File: src/rtl/pc_next_unit.sv
// Program counter with next-PC select (seq/branch/jump/JR), boot cycle, stall and halt/resume FSM.
// Optional misaligned-target trap enabled by defining PC_MISALIGN_TRAP_EN.
module pc_next_unit #(
  parameter logic [31:0] RESET_VECTOR = 32'h0000_3000,
  parameter logic [31:0] TRAP_VECTOR  = 32'h0000_4180
) (
  input  logic        CLK,
  input  logic        RST,
  input  logic [31:0] pc_plus4,
  input  logic [1:0]  pc_src,
  input  logic        branch_taken,
  input  logic [31:0] imm_ext,
  input  logic [25:0] jump_index,
  input  logic [31:0] rs_data,
  input  logic        stall,
  input  logic        halt_req,
  input  logic        resume,
  output logic [31:0] pc,
  output logic [1:0]  state,
  output logic        halted,
  output logic [31:0] pc_updates,
  output logic        trap
);

  typedef enum logic [1:0] {
    ST_BOOT = 2'b00,
    ST_RUN  = 2'b01,
    ST_HALT = 2'b10,
    ST_TRAP = 2'b11
  } state_t;

  state_t      cur_state;
  logic [31:0] next_pc;

  // NOTE: next_pc gets a default before the case so no path leaves it unassigned (no latch).
  always_comb begin
    next_pc = pc_plus4;
    unique case (pc_src)
      2'b00: next_pc = pc_plus4;
      2'b01: next_pc = branch_taken ? pc_plus4 + (imm_ext << 2) : pc_plus4;
      2'b10: next_pc = {pc_plus4[31:28], jump_index, 2'b00};
      2'b11: next_pc = rs_data;
    endcase
  end

  // NOTE: all state is updated with non-blocking assignments so every register samples pre-edge values.
  always_ff @(posedge CLK) begin
    if (RST) begin
      pc         <= RESET_VECTOR;
      cur_state  <= ST_BOOT;
      pc_updates <= '0;
    end else begin
      unique case (cur_state)
        ST_BOOT: cur_state <= ST_RUN;
        ST_RUN: begin
          if (halt_req) begin
            cur_state <= ST_HALT;
          end else if (!stall) begin
            pc_updates <= pc_updates + 32'd1;
`ifdef PC_MISALIGN_TRAP_EN
            if (next_pc[1:0] != 2'b00) begin
              pc        <= TRAP_VECTOR;
              cur_state <= ST_TRAP;
            end else begin
              pc <= next_pc;
            end
`else
            pc <= next_pc & ~32'h3;
`endif
          end
        end
        ST_HALT: if (resume) cur_state <= ST_RUN;
        // pc already equals TRAP_VECTOR on entry, so reloading it is a hold.
        ST_TRAP: pc <= TRAP_VECTOR;
      endcase
    end
  end

  assign state  = cur_state;
  assign halted = (cur_state == ST_HALT);
`ifdef PC_MISALIGN_TRAP_EN
  assign trap   = (cur_state == ST_TRAP);
`else
  assign trap   = 1'b0;
`endif

endmodule

File: config.mk
export PLATFORM = sky130hd
export DESIGN_NAME = pc_next_unit
export DESIGN_NICKNAME = d
export VERILOG_FILES = /design/src/rtl/pc_next_unit.sv
export SDC_FILE = /design/constraint.sdc
export NUM_CORES = 1
export LEC_CHECK = 0
export CORE_ASPECT_RATIO = 2
export CORE_UTILIZATION = 46
export DETAILED_ROUTE_END_ITERATION = 7
export DONT_BUFFER_PORTS = 1
export PLACE_DENSITY_LB_ADDON = 0.05
export SLEW_MARGIN = 20
export SYNTH_ARGS = -nofsm -noshare
export SYNTH_HDL_FRONTEND = slang
export SYNTH_SLANG_ARGS = --single-unit
File: constraint.sdc
create_clock -name CLK -period 3 [get_ports CLK]
set_input_delay 0.15 -clock CLK [delete_from_list [all_inputs] [get_ports CLK]]
set_output_delay 0.15 -clock CLK [all_outputs]
set_load 0.05 [all_outputs]
## Word-level counts from Yosys, hierarchy flattened

Cells that the tools add are included.
W data, S select, Z words.

| word-level totals | value |
|---|---|
| memories | 0 |
| bits in latches | 0 |
| bits in read-only memories | 0 |
| register bits | 66 |
| bits in writable memories | 0 |
| output and inout bits | 68 |
| input bits | 130 |
| word-level logic and storage cells | 32 |

| cells by class | value |
|---|---|
| reductions and logical operators | 7 |
| equal/unequal tests | 10 |
| add/sub/neg operators | 2 |
| divide/modulo/power cells | 0 |
| bitwise logic cells | 2 |
| muxes and demuxes | 8 |
| multiply operators | 0 |
| $lt $le $gt $ge | 0 |
| shifts and indexed selects | 0 |

Operators with widths:

| kind | count |
|---|---|
| $pmux W32 S4 | 1 |
| $mux W32 | 3 |
| $pmux W32 S2 | 1 |
| $add A32 B1 Y32 const B | 1 |
| $add A32 B32 Y32 | 1 |
| $reduce_and A3 Y1 | 3 |
| $eq A2 B2 Y1 const B | 4 |
| $ne A2 B2 Y1 const B | 4 |
| $pmux W2 S3 | 1 |
| $eq A2 B1 Y1 const B | 2 |
| $logic_not A2 Y1 | 2 |
| $mux W2 | 2 |
| $reduce_bool A3 Y1 | 1 |
| $not A1 Y1 | 2 |
| $reduce_bool A2 Y1 | 1 |

## Depth between registers and ports, before layout

Gate-level depths: netlist (run 1).

| depth | value |
|---|---|
| depth in word-level cells | 6 |
| gate-level depth with buffers | 11 |
| gate-level depth less buffers | 11 |

## Least setup slack after synthesis (run 1)

OpenSTA, ideal clock, no wires.

| timing | value |
|---|---|
| path kind | register -> register |
| from | register cur_state[0] (netlist: state[0]) |
| to | register pc_updates[25] |
| required time | 2.872 ns |
| period minus slack after synthesis | 2.495 ns |
| buffers on the path | 1 |
| arrival | 2.368 ns |
| library setup time | 0.128 ns |
| stages on the path, launching flop included | 9 |
| slack | 0.505 ns |
| cell sequence | dfxtp_1 -> nor4b_4 -> and4_1 -> buf_4 -> nand4_4 -> nor4_4 -> nand3_1 -> xor2_1 -> nor2_1 |

| between the ends | value |
|---|---|
| cells in the longest elaborated chain, start to end | 2 |

Ends and longest elaborated chain:

| item | RTL line | text |
|---|---|---|
| start: declaration | 32 | `state_t cur_state;` |
| start signal: assignment | 50 | `cur_state <= ST_BOOT;` |
| start signal: assignment | 54 | `ST_BOOT: cur_state <= ST_RUN;` |
| start signal: assignment | 57 | `cur_state <= ST_HALT;` |
| $eq A2 B1 Y1 | 53 | `unique case (cur_state)` |
| $reduce_and A3 Y1 (no source line) | - |  |
| end signal: assignment | 59 | `pc_updates <= pc_updates + 32'd1;` |
| end: declaration | 21 | `output logic [31:0] pc_updates,` |

Every way passes these cells.
A chain may end at the register's enable or synchronous reset.

## Worst setup path after layout (run 1)

| timing | value |
|---|---|
| from | register cur_state[1] (netlist: state[1]) |
| to | register pc[30] |

| between the ends | value |
|---|---|
| cells in the longest elaborated chain, start to end | 3 |
| elaborated cells on any way between the ends | 7 |
| those cells by class | eq/ne (4); mux (1); reduce/logical (2) |

Ends and longest elaborated chain:

| item | RTL line | text |
|---|---|---|
| $eq A2 B1 Y1 / $eq A2 B2 Y1 (equally long branches) | 53 |  |
| $ne A2 B2 Y1 (no source line) / $reduce_bool A2 Y1 (equally long branches) | - |  |
| $reduce_and A3 Y1 (no source line) | - |  |
| end signal: assignment | 68 | `pc <= next_pc & ~32'h3;` |
| end: declaration | 18 | `output logic [31:0] pc,` |

Several ways; a longest one is shown, not always the timed one.

==> impl_metrics.py, run 1 <==
metrics = {
    "clock_tree": {
        "cts_buffers": 9,
        "clock-root-buffer": "clkbuf_16",
        "cts_tree": "built",
        "insertion_delay_ns": 0.34,
        "post_cts_buffers": 0,
        "path_clk_slew_ns": 0.06,
        "clock-sinks": 64,
        "cts_htree_levels": 3,
        "clock_path_buffers": 2,
    },
    "synth": {
        "yosysWarnings": 0,
        "yosys-top-cells-area": "dfxtp_1, ha_1, xor2_1",
        "synthDominantCellAreaShare": 0.260,
        "synth_cell_type_count": 60,
        "synth_edf_count": 0,
        "syn_area_um2": 4940,
        "synth_cells": 638,
        "yosys_most_used_dff": "dfxtp_1",
        "syn_area_per_cell_um2": 7.74,
        "async_flop_share": 0,
        "synth-seq-cells": 64,
        "yosysTopAreaCell": "dfxtp_1",
        "seq_area_frac_synth": 0.260,
    },
    "floorplan": {
        "fp.dieH_um": 148,
        "die_width_um": 75.2,
        "initial_core_util": 0.471,
        "fp.dieArea_um2": 11200,
        "rows": 53,
        "ios": 198,
        "core_um2": 10500,
    },
    "power": {
        "cellPowerDensity_nw_per_um2": 484,
        "p_comb_frac": 0.206,
        "clkPwrFrac": 0.441,
        "switching_power_mw": 0.817,
        "p_seq_frac": 0.353,
        "leakagePower_nw": 2.30,
        "switching_share": 0.304,
        "ir_worst_vdd_uv": 348,
        "p_int_mw": 1.87,
    },
    "final_layout": {
        "diodes": 0,
        "drive_gt1_frac": 0.0856,
        "syn_to_final_growth_pct": 12.3,
        "fillers": 1095,
        "fin_util": 0.529,
        "layout.nets": 810,
    },
    "setup_path": {
        "endpoint_kind": "register",
        "critPathKind": "register to register",
        "reg2reg_slack_ns": 0.65,
        "crit_fanout": 18,
        "critPathArrivalTime_ns": 2.62,
        "critPathLaunch": "state[1]",
        "critical_path.endpoint": "pc[30]",
        "reg2reg_depth": 8,
        "timing.rr.end": "pc[30]",
        "worst_setup_path_start_kind": "register",
        "cp_data_required_time_ns": 3.27,
        "reg2reg_from": "state[1]",
    },
    "detailed_routing": {
        "antenna_left": 0,
        "wl_per_cell_um": 20.8,
        "initialDrtViolationCount": 159,
        "wl_um": 16400,
        "first_pass_iters": 4,
        "vias": 4847,
        "viasPerCell": 6.13,
        "drc": 0,
    },
    "global_route": {
        "grt_pass1_wl_um": 24600,
        "grt_max_degree": 48,
        "grt-ovfl-total": 0,
        "grt_usage": 0.297,
        "grt_pass1_vias": 4922,
        "antenna_found_initial": 0,
    },
    "outcome": {
        "outcome": "finished, final reports clean",
    },
    "timing": {
        "tns_ns": 0,
        "timing.final.crit_share": 0.782,
        "fin_crit_ns": 2.35,
        "fin_worst_skew_ns": 0.0110,
        "max_slew_margin": 0.280,
        "fmax_ghz": 0.426,
        "finalSetupViolations": 0,
        "slew_violations": 0,
        "tightest_slew_ns": 1.08,
        "finalHoldViolCount": 0,
        "rsz0062_at_grt": "no",
    },
    "placed_design": {
        "routabilityCongestion": 0.907,
        "portBuffers": 0,
        "hpwlAfterDp_um": 12500,
    },
    "job": {
        "cap_violations": 0,
    },
    "min_path": {
        "hp-class": "input pin to register",
    },
}
[synthesized netlist by cell type (all sizes together) (2+ instances only)]
| master | number |
|---|---|
| xor2 | 35 |
| a221oi | 3 |
| a31oi | 3 |
| mux2i | 27 |
| a2111oi | 2 |
| o221ai | 3 |
| a31o | 5 |
| o21ai | 39 |
| a32o | 5 |
| nand2 | 66 |
| xnor2 | 13 |
| a211oi | 14 |
| and3 | 8 |
| o21bai | 4 |
| or3 | 7 |
| o21a | 5 |
| clkbuf | 23 |
| o311ai | 2 |
| a32oi | 3 |
| a21oi | 61 |
| and4 | 2 |
| nor2b | 6 |
| a21o | 17 |
| buf | 6 |
| or2 | 3 |
| inv | 15 |
| and2 | 6 |
| nand4 | 10 |
| nor4 | 2 |
| nand2b | 7 |
| o211ai | 10 |
| a22oi | 8 |
| ha | 30 |
| nor3b | 3 |
| nor3 | 8 |
| nor2 | 71 |
| o31ai | 3 |
| nand3 | 25 |
| dfxtp | 64 |
[repair_timing]
action	CTS	global route
gates resized for setup	0	0
endpoints found under the hold margin	48	0
hold buffers	4	0
[worst min path at each step]
stage / startpoint / end / slack (ns) / cells past startpoint
after detailed placement: RST / state[0] / 0.23 / 1
after CTS: branch_taken / pc[22] / 0.02 / 2
final: pc_plus4[17] / pc[17] / 0.02 / 2
after floorplan: resume / state[0] / 0.30 / 2
after global routing: branch_taken / pc[22] / 0.03 / 2
after global placement: RST / state[1] / 0.23 / 1
[metal layers]
layer | track usage | part of all wire | up-vias
met2 | 0.577 | 0.56 | 193
met3 | 0.0637 | 0.063 | 35
met1 | 0.281 | 0.34 | 2281
li1 | - | - | 2338
met4 | 0.127 | 0.035 | 0
met5 | 0 | 0 | -
[cell families after synthesis]
logic type,synth area share
AND/OR/NAND/NOR,0.225
AO/OA/AOI/OAI,0.255
flip-flops,0.260
XOR/XNOR,0.0852
buffers and inverters,0.0375
adder cells (fa/ha/maj),0.0801
multiplexers,0.0570
other,0.000760
[metrics by stage]
step / instance area (um^2) / hold slack [ns] / power [mW] / setup slack [ns] / std cells
floorplan: 4940 / 0.300 / 1.40 / 0.505 / 640
global placement: 5160 / 0.225 / 1.49 / 0.403 / 771
detailed placement: 5160 / 0.228 / 1.50 / 0.351 / 771
CTS: 5550 / 0.0187 / 2.69 / 0.592 / 791
global route: 5550 / 0.0299 / 2.79 / 0.421 / 791
finish: 5550 / 0.0243 / 2.69 / 0.654 / 791
[state kept, by name, summed over array words and instances (netlist names)]
signal and flops:
pc_updates 32, pc 30, state 2
[power groups by stage]
stage               Combinational, mW  Clock (mW)  Sequential [mW]
CTS                             0.548        1.19            0.949
floorplan                       0.425           0            0.973
finish                          0.552        1.19            0.949
detailed placement              0.529           0            0.967
global route                    0.608        1.23            0.951
global placement                0.522           0            0.966
[cells in the final DEF (no fill, tap or decap), drive strengths merged, types with 5 or more instances in the layout]
master	n
nor2	71
nand2	66
dfxtp	64
a21oi	61
o21ai	39
xor2	35
ha	30
mux2i	27
nand3	25
buf	24
a21o	17
inv	15
a211oi	14
xnor2	13
clkbuf	12
o211ai	10
nand4	10
nor3	8
and3	8
a22oi	8
nand2b	7
or3	7
and2	6
nor2b	6
o21a	5
a32o	5
a31o	5
[area by class of cell]
class                   count  area (um^2)  share of cell area
multi-input cells         531         3480               0.627
flip-flops and latches     64         1280               0.231
clock buffers              12          256              0.0463
repair buffers             27          223              0.0402
well taps                 137          171              0.0309
clock inverters             4         76.3              0.0138
inverters                  16         60.1              0.0108
[worst max-delay path, stage by stage, from the launching register on]
cell      delay [ns]
dfxtp_1         0.33
nor4b_4         0.38
buf_4           0.32
nand2b_1        0.44
nor2_1          0.40
nand4_1         0.13
o31ai_1         0.08
a221oi_1        0.07
nand2_1         0.11
Note: power is estimated with default switching activity, not from simulation.
==> run 2, diff against run 1 <==
--- a/config.mk
+++ b/config.mk
@@ -5,6 +5,7 @@
 export SDC_FILE = /design/constraint.sdc
 export NUM_CORES = 1
 export LEC_CHECK = 0
+export ABC_AREA = 1
 export CORE_ASPECT_RATIO = 2
 export CORE_UTILIZATION = 46
 export DETAILED_ROUTE_END_ITERATION = 7
==> constraint.sdc (replaced) <==
create_clock -name CLK -period 2.5 [get_ports CLK]
set_input_delay 0.125 -clock CLK [delete_from_list [all_inputs] [get_ports CLK]]
set_output_delay 0.125 -clock CLK [all_outputs]
set_load 0.05 [all_outputs]
==> run 2 against run 1 <==
The flow now finishes with violations (DRC). Highest routed layer unchanged. Hold slack improved by 0.0020 ns. Count of clock-buffer cells in the layout decreased by 1. Clock skew decreased by 0.0059 ns. Via count increased by 40%. Total power increased by 19%. Sequential cell count unchanged. Combinational power increased by 48%. Critical endpoint is now pc_updates[30].
==> impl_metrics.py, run 2 <==
metrics = {
    "outcome": {
        "outcome": "finished, violations left",
        "violations": "DRC",
    },
    "clock_tree": {
        "path_clk_slew_ns": 0.06,
        "cts_buffers": 9,
        "cts_tree": "built",
        "clock-root-buffer": "clkbuf_16",
        "cts_htree_levels": 3,
        "clock_path_buffers": 2,
        "insertion_delay_ns": 0.33,
        "clock-sinks": 64,
    },
    "final_layout": {
        "register_area_um2": 1280,
        "layout.nets": 1282,
        "largest_reg_flops": 32,
        "drive_gt1_frac": 0.0773,
        "layout_common_cells": "nand2_1, inv_1, nor2_1, a21oi_1, dfxtp_1",
        "fillers": 1463,
        "multi_input_area_um2": 4130,
        "largest-register": "pc_updates",
        "fin_util": 0.526,
        "syn_to_final_growth_pct": 11.2,
        "diodes": 0,
        "final_common_cell": "nand2_1",
    },
    "setup_path": {
        "crit_fanout": 4,
        "crit_path_frequent_cell": "nand3_1",
        "critPathArrivalTime_ns": 2.19,
        "worst_setup_path_start_kind": "register",
        "crit_chain": "nand2_1 > nor3_1 > nand3_1 > nor4_4 > nand3_1 > nor2_1 > a21oi_1 > o21a_1",
        "critPathKind": "register to register",
        "cp_data_required_time_ns": 2.73,
        "critPathLaunch": "pc_updates[11]",
        "critical_path.slowest_cell": "dfxtp_1",
        "crit_path_max_incr_delay_ns": 0.39,
        "reg2reg_from": "pc_updates[11]",
        "crit_family": "simple AND/OR/NAND/NOR gates",
        "endpoint_kind": "register",
        "crit_buf_inv": 0,
    },
    "timing": {
        "fmax_ghz": 0.509,
        "finalHoldViolCount": 0,
        "finalSetupViolations": 0,
        "fin_worst_skew_ns": 0.00512,
        "timing.final.crit_share": 0.786,
        "max_slew_margin": 0.519,
        "slew_violations": 0,
        "tns_ns": 0,
        "tightest_slew_ns": 0.721,
        "fin_crit_ns": 1.97,
        "rsz0062_at_grt": "no",
    },
    "detailed_routing": {
        "wl_um": 21700,
        "vias": 6790,
        "antenna_left": 0,
        "viasPerCell": 5.31,
        "first_pass_iters": 7,
        "initialDrtViolationCount": 393,
        "drc": 26,
        "wl_per_cell_um": 16.9,
    },
    "synth": {
        "synthTopCellsByCount": "nand2_1, inv_1, nor2_1",
        "syn_area_um2": 6180,
        "syn_area_per_cell_um2": 5.62,
        "synth_cells": 1099,
        "yosys-top-cells-area": "nand2_1, dfxtp_1, inv_1",
        "async_flop_share": 0,
        "synth-seq-cells": 64,
        "synth.most_common_cell": "nand2_1",
        "seq_area_frac_synth": 0.207,
        "synthDominantCellAreaShare": 0.214,
        "synth_cell_type_count": 42,
        "synth_edf_count": 0,
        "yosysTopAreaCell": "nand2_1",
        "yosys_most_used_dff": "dfxtp_1",
        "yosysWarnings": 0,
    },
    "placed_design": {
        "routabilityCongestion": 0.922,
        "hpwlAfterDp_um": 17900,
        "portBuffers": 0,
    },
    "floorplan": {
        "die_width_um": 84.0,
        "fp.dieH_um": 166,
        "rows": 59,
        "fp.dieArea_um2": 13900,
        "core_um2": 13100,
        "initial_core_util": 0.473,
        "ios": 198,
    },
    "job": {
        "cap_violations": 0,
    },
    "global_route": {
        "grt_max_degree": 44,
        "grt_pass1_vias": 6661,
        "grt-ovfl-total": 0,
        "grt_usage": 0.315,
        "antenna_found_initial": 0,
        "grt_pass1_wl_um": 33900,
    },
    "power": {
        "p_seq_frac": 0.357,
        "switching_power_mw": 1.09,
        "ir_worst_vdd_uv": 311,
        "p_comb_frac": 0.255,
        "switching_share": 0.341,
        "clkPwrFrac": 0.389,
        "p_int_mw": 2.11,
        "leakagePower_nw": 3.49,
        "cellPowerDensity_nw_per_um2": 466,
    },
    "min_path": {
        "hp-class": "input pin to register",
        "hp-start": "pc_plus4[3]",
    },
}
-- run 2: layout make-up --
class / count / share of cell area
clock buffers: 11 / 0.0353
clock inverters: 5 / 0.00819
well taps: 152 / 0.0277
multi-input cells: 835 / 0.601
flip-flops and latches: 64 / 0.186
inverters: 167 / 0.0912
repair buffers: 44 / 0.0506
-- run 2: power groups by stage --
stage,Sequential [mW],Combinational [mW],Clock [mW]
floorplan,1.17,0.618,0
detailed placement,1.16,0.794,0
global route,1.14,0.929,1.31
global placement,1.16,0.788,0
CTS,1.14,0.814,1.26
finish,1.14,0.816,1.25
-- run 2: timing repair --
item / in CTS / in global routing
buffers inserted: 0 / 0
gates resized for setup: 0 / 0
hold buffers: 3 / 0
endpoints found under the setup margin: 0 / 0
endpoints found under the hold margin: 44 / 0
-- run 2: routing by layer --
| layer | up-vias | track usage | wire length [um] |
|---|---|---|---|
| li1 | 3519 | - | - |
| met1 | 2983 | 0.310 | 7600 |
| met2 | 214 | 0.594 | 11600 |
| met3 | 74 | 0.0442 | 1030 |
| met4 | 0 | 0.214 | 1470 |
| met5 | - | 0 | 0 |
-- run 2: final timing paths --
path	endpoint	cells past startpoint	slack, ns
hold / removal	pc[3]	2	0.03
hold reg to reg	pc_updates[5]	2	0.51
setup / recovery	pc_updates[30]	8	0.53
setup reg to reg	pc_updates[30]	8	0.53
-- run 2: cell families (layout without fill, tap and decap cells) --
family | count (synthesis) | in the layout | share of synthesized area
AOI/OAI and AO/OA | 182 | 182 | 0.159
xor gates and xnor gates | 17 | 17 | 0.0241
adders and majority gates | 31 | 31 | 0.0640
buffers and inverters | 202 | 227 | 0.127
DFF | 64 | 64 | 0.207
other | 1 | 3 | 0.000607
and+or+nand+nor | 602 | 602 | 0.419
-- run 2: worst reg2reg max path, cell delays in order (launching register included) --
cell     delay, ns
dfxtp_1       0.39
nand2_1       0.16
nor3_1        0.34
nand3_1       0.18
nor4_4        0.26
nand3_1       0.17
nor2_1        0.15
a21oi_1       0.08
o21a_1        0.12
-- run 2: stage by stage --
| stage | total power, mW | hold WS [ns] | setup slack, ns | instances | instance area (um^2) |
|---|---|---|---|---|---|
| after floorplan | 1.79 | 0.275 | 0.451 | 1101 | 6190 |
| after global placement | 1.95 | 0.199 | 0.421 | 1259 | 6530 |
| after detailed placement | 1.96 | 0.202 | 0.404 | 1259 | 6530 |
| after CTS | 3.22 | 0.0227 | 0.529 | 1278 | 6870 |
| after global routing | 3.38 | 0.0354 | 0.356 | 1278 | 6870 |
| final | 3.21 | 0.0263 | 0.534 | 1278 | 6870 |
